**src/rtl/pipe_stage_reg.sv**
```systemverilog
// Purpose : pipeline stage register between two stages, with a flush (bubble) input and bubble/stall counters.
// Latency : 1 cycle from acceptance to the output. Define PIPE_STAGE_SKID_EN for a two-entry (main plus skid) stage.
// Backpressure : single entry: in_ready = !out_valid | out_ready. Skid: in_ready is a flop, with no path from out_ready.
module pipe_stage_reg #(
    parameter int DATA_W = 64,
    parameter int CTRL_W = 3,
    parameter int REG_W  = 5,
    parameter int CNT_W  = 16
) (
    input  logic              clk,
    input  logic              reset,
    input  logic              flush,
    input  logic              in_valid,
    output logic              in_ready,
    input  logic [DATA_W-1:0] in_data,
    input  logic [CTRL_W-1:0] in_ctrl,
    input  logic [REG_W-1:0]  in_reg,
    output logic              out_valid,
    input  logic              out_ready,
    output logic [DATA_W-1:0] out_data,
    output logic [CTRL_W-1:0] out_ctrl,
    output logic [REG_W-1:0]  out_reg,
    output logic [CNT_W-1:0]  bubble_cnt,
    output logic [CNT_W-1:0]  stall_cnt
);

    localparam int ENT_W = DATA_W + CTRL_W + REG_W;

    logic [ENT_W-1:0] in_ent;
    logic [ENT_W-1:0] out_ent;
    logic             accept;
    logic             retire;

    assign in_ent = {in_data, in_ctrl, in_reg};
    assign accept = in_valid & in_ready;
    assign retire = out_valid & out_ready;

    // The payload is forced to zero whenever nothing valid is presented.
    assign {out_data, out_ctrl, out_reg} = out_valid ? out_ent : '0;

`ifdef PIPE_STAGE_SKID_EN
    typedef enum logic [1:0] {EMPTY, ONE, TWO} state_t;

    state_t           state_q, state_d;
    logic [ENT_W-1:0] main_q, main_d;
    logic [ENT_W-1:0] skid_q, skid_d;
    logic             in_ready_q, in_ready_d;

    // in_ready comes from a flop. Only reset and flush can gate it, never out_ready.
    assign in_ready  = in_ready_q & ~flush & ~reset;
    assign out_valid = (state_q != EMPTY);
    assign out_ent   = main_q;

    // Compute the next state. The skid entry takes an accept that arrives while main is stalled.
    always_comb begin
        state_d = state_q;
        main_d  = main_q;
        skid_d  = skid_q;
        case (state_q)
            EMPTY: begin
                if (accept) begin
                    main_d  = in_ent;
                    state_d = ONE;
                end
            end
            ONE: begin
                if (accept && retire) begin
                    main_d = in_ent;
                end else if (accept) begin
                    skid_d  = in_ent;
                    state_d = TWO;
                end else if (retire) begin
                    main_d  = '0;
                    state_d = EMPTY;
                end
            end
            TWO: begin
                if (retire) begin
                    main_d  = skid_q;
                    skid_d  = '0;
                    state_d = ONE;
                end
            end
            default: state_d = EMPTY;
        endcase
        if (flush) begin
            state_d = EMPTY;
            main_d  = '0;
            skid_d  = '0;
        end
        in_ready_d = (state_d != TWO);
    end

    // Register the FSM, both entries and the ready flop. Reset wins over everything.
    always_ff @(posedge clk) begin
        if (reset) begin
            state_q    <= EMPTY;
            main_q     <= '0;
            skid_q     <= '0;
            in_ready_q <= 1'b1;
        end else begin
            state_q    <= state_d;
            main_q     <= main_d;
            skid_q     <= skid_d;
            in_ready_q <= in_ready_d;
        end
    end
`else
    logic             valid_q, valid_d;
    logic [ENT_W-1:0] ent_q, ent_d;

    // A single entry can still stream at one per cycle because retire and accept overlap.
    assign in_ready  = (~valid_q | out_ready) & ~flush & ~reset;
    assign out_valid = valid_q;
    assign out_ent   = ent_q;

    // Compute the next entry. Flush drops the held entry and any input in the same cycle.
    always_comb begin
        valid_d = valid_q;
        ent_d   = ent_q;
        if (flush) begin
            valid_d = 1'b0;
            ent_d   = '0;
        end else begin
            if (retire) begin
                valid_d = 1'b0;
            end
            if (accept) begin
                valid_d = 1'b1;
                ent_d   = in_ent;
            end
        end
    end

    // Register the entry.
    always_ff @(posedge clk) begin
        if (reset) begin
            valid_q <= 1'b0;
            ent_q   <= '0;
        end else begin
            valid_q <= valid_d;
            ent_q   <= ent_d;
        end
    end
`endif

    logic [CNT_W-1:0] bubble_q, bubble_d;
    logic [CNT_W-1:0] stall_q, stall_d;

    assign bubble_cnt = bubble_q;
    assign stall_cnt  = stall_q;

    // Statistics. Counters saturate at all-ones and never wrap.
    always_comb begin
        bubble_d = bubble_q;
        stall_d  = stall_q;
        if (!out_valid && (bubble_q != '1)) begin
            bubble_d = bubble_q + CNT_W'(1);
        end
        if (out_valid && !out_ready && (stall_q != '1)) begin
            stall_d = stall_q + CNT_W'(1);
        end
    end

    // Register the counters.
    always_ff @(posedge clk) begin
        if (reset) begin
            bubble_q <= '0;
            stall_q  <= '0;
        end else begin
            bubble_q <= bubble_d;
            stall_q  <= stall_d;
        end
    end

endmodule
```
**config.mk**
```make
export PLATFORM = sky130hd
export DESIGN_NAME = pipe_stage_reg
export DESIGN_NICKNAME = d
export VERILOG_FILES = /design/src/rtl/pipe_stage_reg.sv
export SDC_FILE = /design/constraint.sdc
export NUM_CORES = 1
export LEC_CHECK = 0
export ABC_AREA = 1
export BUFFER_PORTS_ARGS = -buffer_cell sky130_fd_sc_hd__buf_2
export CELL_PAD_IN_SITES_DETAIL_PLACEMENT = 1
export CELL_PAD_IN_SITES_GLOBAL_PLACEMENT = 2
export CORE_MARGIN = 2
export CORE_UTILIZATION = 27
export DETAILED_ROUTE_END_ITERATION = 6
export PLACE_DENSITY_LB_ADDON = 0.1
export RECOVER_POWER = 100
export SKIP_LAST_GASP = 1
export SLEW_MARGIN = 15
export SYNTH_ARGS = -nofsm -noshare
export SYNTH_HDL_FRONTEND = slang
export SYNTH_SLANG_ARGS = --single-unit
```
**constraint.sdc**
```tcl
create_clock -name clk -period 2.94 [get_ports clk]
set_clock_uncertainty 0.2 [all_clocks]
set_input_delay 0.588 -clock clk [delete_from_list [all_inputs] [get_ports clk]]
set_output_delay 0.588 -clock clk [all_outputs]
set_load 0.02 [all_outputs]
```
==> results_dict.tcl <==
set metrics [dict create \
    chipHeight_microns 140.6 \
    nFillCells 2458 \
    synth_fp_nets 851 \
    placed_cell_area_sq_mm 0.006156 \
    status "finished clean" \
    rows 49 \
    grt_pass1_wl_microns 26870 \
    power.leakage_nw 2.921 \
    path_class "reg2out" \
    postSynthCellCount 772 \
    power.density_mw_per_mm2 465.7 \
    worstSetupStartpointType "flip-flop" \
    post_synth_num_cell_types 18 \
    maxSlewHeadroom_pct 14.25 \
    antenna_left 0 \
    post-cts-setup-buffers 0 \
    grt_max_degree 95 \
    synth_fa_ha_area_share_pct 0.4966 \
    numPortBuffers 182 \
    dieArea_sq_mm 0.01977 \
    start_util_pct 27.76 \
    synthToLayoutAreaGrowth_pct 24.48 \
    drt_iter0_markers 180 \
    postLayoutCellArea_sq_mm 0.006272 \
    synthMuxAreaShare_pct 0 \
    worstMarginPinSlew_ns 1.286 \
    combPwrFrac_pct 8.1 \
    synth_compound_area_share_pct 13.31 \
    grt_antenna_before_repair 3 \
    switchingPower_mw 0.7470 \
    cts_tree "yes" \
    wl_microns 16290 \
    crit_chain "clkbuf_2 > nand2_1 > inv_1 > clkbuf_1" \
    coreArea_sq_mm 0.01815 \
    hold_ws_ns 0.2306 \
    p_int_mw 2.174 \
    final_layout_size_suffix_gt1_share_pct 10.71 \
    path_delay_family "buffers and inverters" \
    dp_hpwl_microns 11920 \
    cts_buffer_depth 2 \
    cts.repair.resized 0 \
    synthSimpleGateAreaFrac_pct 28.38 \
    synth_area_sq_mm 0.005039 \
    hold_path_class "in2reg" \
    numCtsBuffers 9 \
    cp.arrival_ns 1.68 \
    clkSinkCount 105 \
    crit_path_end_kind "primary output" \
    netSwitchingFraction_pct 25.57 \
    synth_top_family_by_area "simple AND/OR/NAND/NOR gates" \
    hold_buffers 0 \
    dr_total_vias 5284 \
    grt-ovfl-total 0 \
    timing.final.crit_period_ns 2.465 \
    synth_xor_area_share_pct 0 \
    clk_pin_slew_worst_paths_ns 0.07 \
    slew_viol_final 0 \
    rsz0062_at_grt "no" \
    first_pass_iters 4 \
    finalHoldViolCount 0 \
    fin_crit_sh_pct 83.86 \
    pwr-share-seq_pct 51.1 \
    viasPerCell 4.505 \
    synth.yosys.warnings 0 \
    grt_usage_pct 16.75 \
    fmax_ghz 0.4056 \
    clkLatencyLatePin_ns 0.35 \
    htree_levels 3 \
    p_clk_share_pct 40.8 \
    die_width_microns 140.6 \
    gp_congestion 0.7661 \
    critPathBufInv 3 \
    crit_required_ns 2.15 \
    ios 183 \
    cpPeakStageDelay_ns 0.51 \
    slowest_stage "clkbuf_2" \
    wl_per_cell_microns 13.89 \
    grt_pass1_vias 5505 \
    ys_ff_latch 105 \
    cap_violations 0 \
    final_core_util_pct 34.56 \
    root_buffer "clkbuf_16" \
    setup_tns_ns 0 \
    cp_max_fo 30 \
    nets 1017 \
    avgSynthCellArea_sq_um 6.527 \
    vdd_ir_drop_max_mv 0.2699 \
    setup-violations-final 0 \
    route.detailed.drc 0 \
    yosysSeqAreaShare_pct 41.72 \
]
cell usage in the layout (no fill, tap or decap):
master,instances
inv_1,171
clkinv_2,2
nand3_1,37
clkbuf_8,2
nor2_1,89
buf_4,5
a21oi_1,25
o31ai_1,72
dfxtp_2,1
ha_1,2
clkbuf_1,109
nand4_1,3
nand3b_1,3
or2_2,1
clkbuf_4,1
nand2_1,223
inv_6,1
dfxtp_1,104
diode_2,1
nor3_1,3
buf_2,77
clkbuf_16,9
clkinvlp_4,1
o21ai_0,1
clkbuf_2,1
stage by stage:
step	setup slack, ns	power (mW)	std cells
after global routing	0.3213	3.068	1173
after CTS	0.5631	2.982	1172
after global placement	0.7290	1.762	1156
after floorplan	0.5776	1.663	772
after detailed placement	0.6633	1.774	1156
final	0.4746	2.921	1173
power by group through the flow:
stage | Clock (mW) | Combinational, mW | Sequential, mW
4_1_cts | 1.24 | 0.250 | 1.49
3_5_place_dp | 0 | 0.248 | 1.53
5_1_grt | 1.30 | 0.270 | 1.50
2_1_floorplan | 0 | 0.138 | 1.53
3_3_place_gp | 0 | 0.240 | 1.52
6_report | 1.19 | 0.236 | 1.49
synthesized netlist by cell type (all sizes together):
| cell | n | area share (%) |
|---|---|---|
| nand2 | 223 | 17 |
| inv | 171 | 13 |
| dfxtp | 105 | 42 |
| nor2 | 89 | 6.6 |
| o31ai | 72 | 11 |
| nand3 | 37 | 3.7 |
| clkbuf | 27 | 2.0 |
| a21oi | 25 | 2.5 |
| buf | 10 | 1.3 |
| nand3b | 3 | 0.45 |
| nand4 | 3 | 0.37 |
| nor3 | 3 | 0.52 |
| ha | 2 | 0.50 |
| o21ai | 1 | 0.099 |
| or2 | 1 | 0.12 |
final cells by class:
cell class / instances / area [sq um] / share of cell area [%]
multi-input combinational: 459 / 2115 / 33.71
inverter: 171 / 641.9 / 10.23
clock buffer: 12 / 256.5 / 4.089
sequential: 105 / 2103 / 33.53
tap: 229 / 286.5 / 4.568
timing repair buffer: 192 / 840.8 / 13.41
antenna: 1 / 2.502 / 0.03990
clock inverter: 4 / 26.28 / 0.4189
worst paths after layout:
kind / from / end / slack [ns] / depth (start not counted)
max: out_valid / out_data[21] / 0.47 / 4
min: in_data[44] / ent_q[52] / 0.23 / 3
max reg2reg: out_valid / ent_q[50] / 0.59 / 6
min reg2reg: ent_q[65] / ent_q[65] / 0.27 / 2
registers in the layout, summed over array words and instances (netlist names):
signal / cells
bubble_cnt: 16
out_valid: 1
ent_q: 72
stall_cnt: 16
layer usage:
layer  routed length (microns)  track usage, %  share of wire [%]
met2                      7946           29.60                 49
met4                       278           5.474                1.7
met1                      6993           19.51                 43
met3                      1058           4.857                6.5
met5                        13               0              0.080
worst register-to-register path, delay by kind of cell, from the launching register on:
family | cells | cell delay, ns
buf+inv | 2 | 1.00
compound gates | 1 | 0.12
simple gates | 3 | 0.61
flops | 1 | 0.33
cells by family after synthesis:
group                    after synthesis
adder cells (fa/ha/maj)                2
buffers and inverters                208
AND/OR/NAND/NOR                      359
flip-flops                           105
AO/OA/AOI/OAI                         98
(Power assumes the default switching activity.)
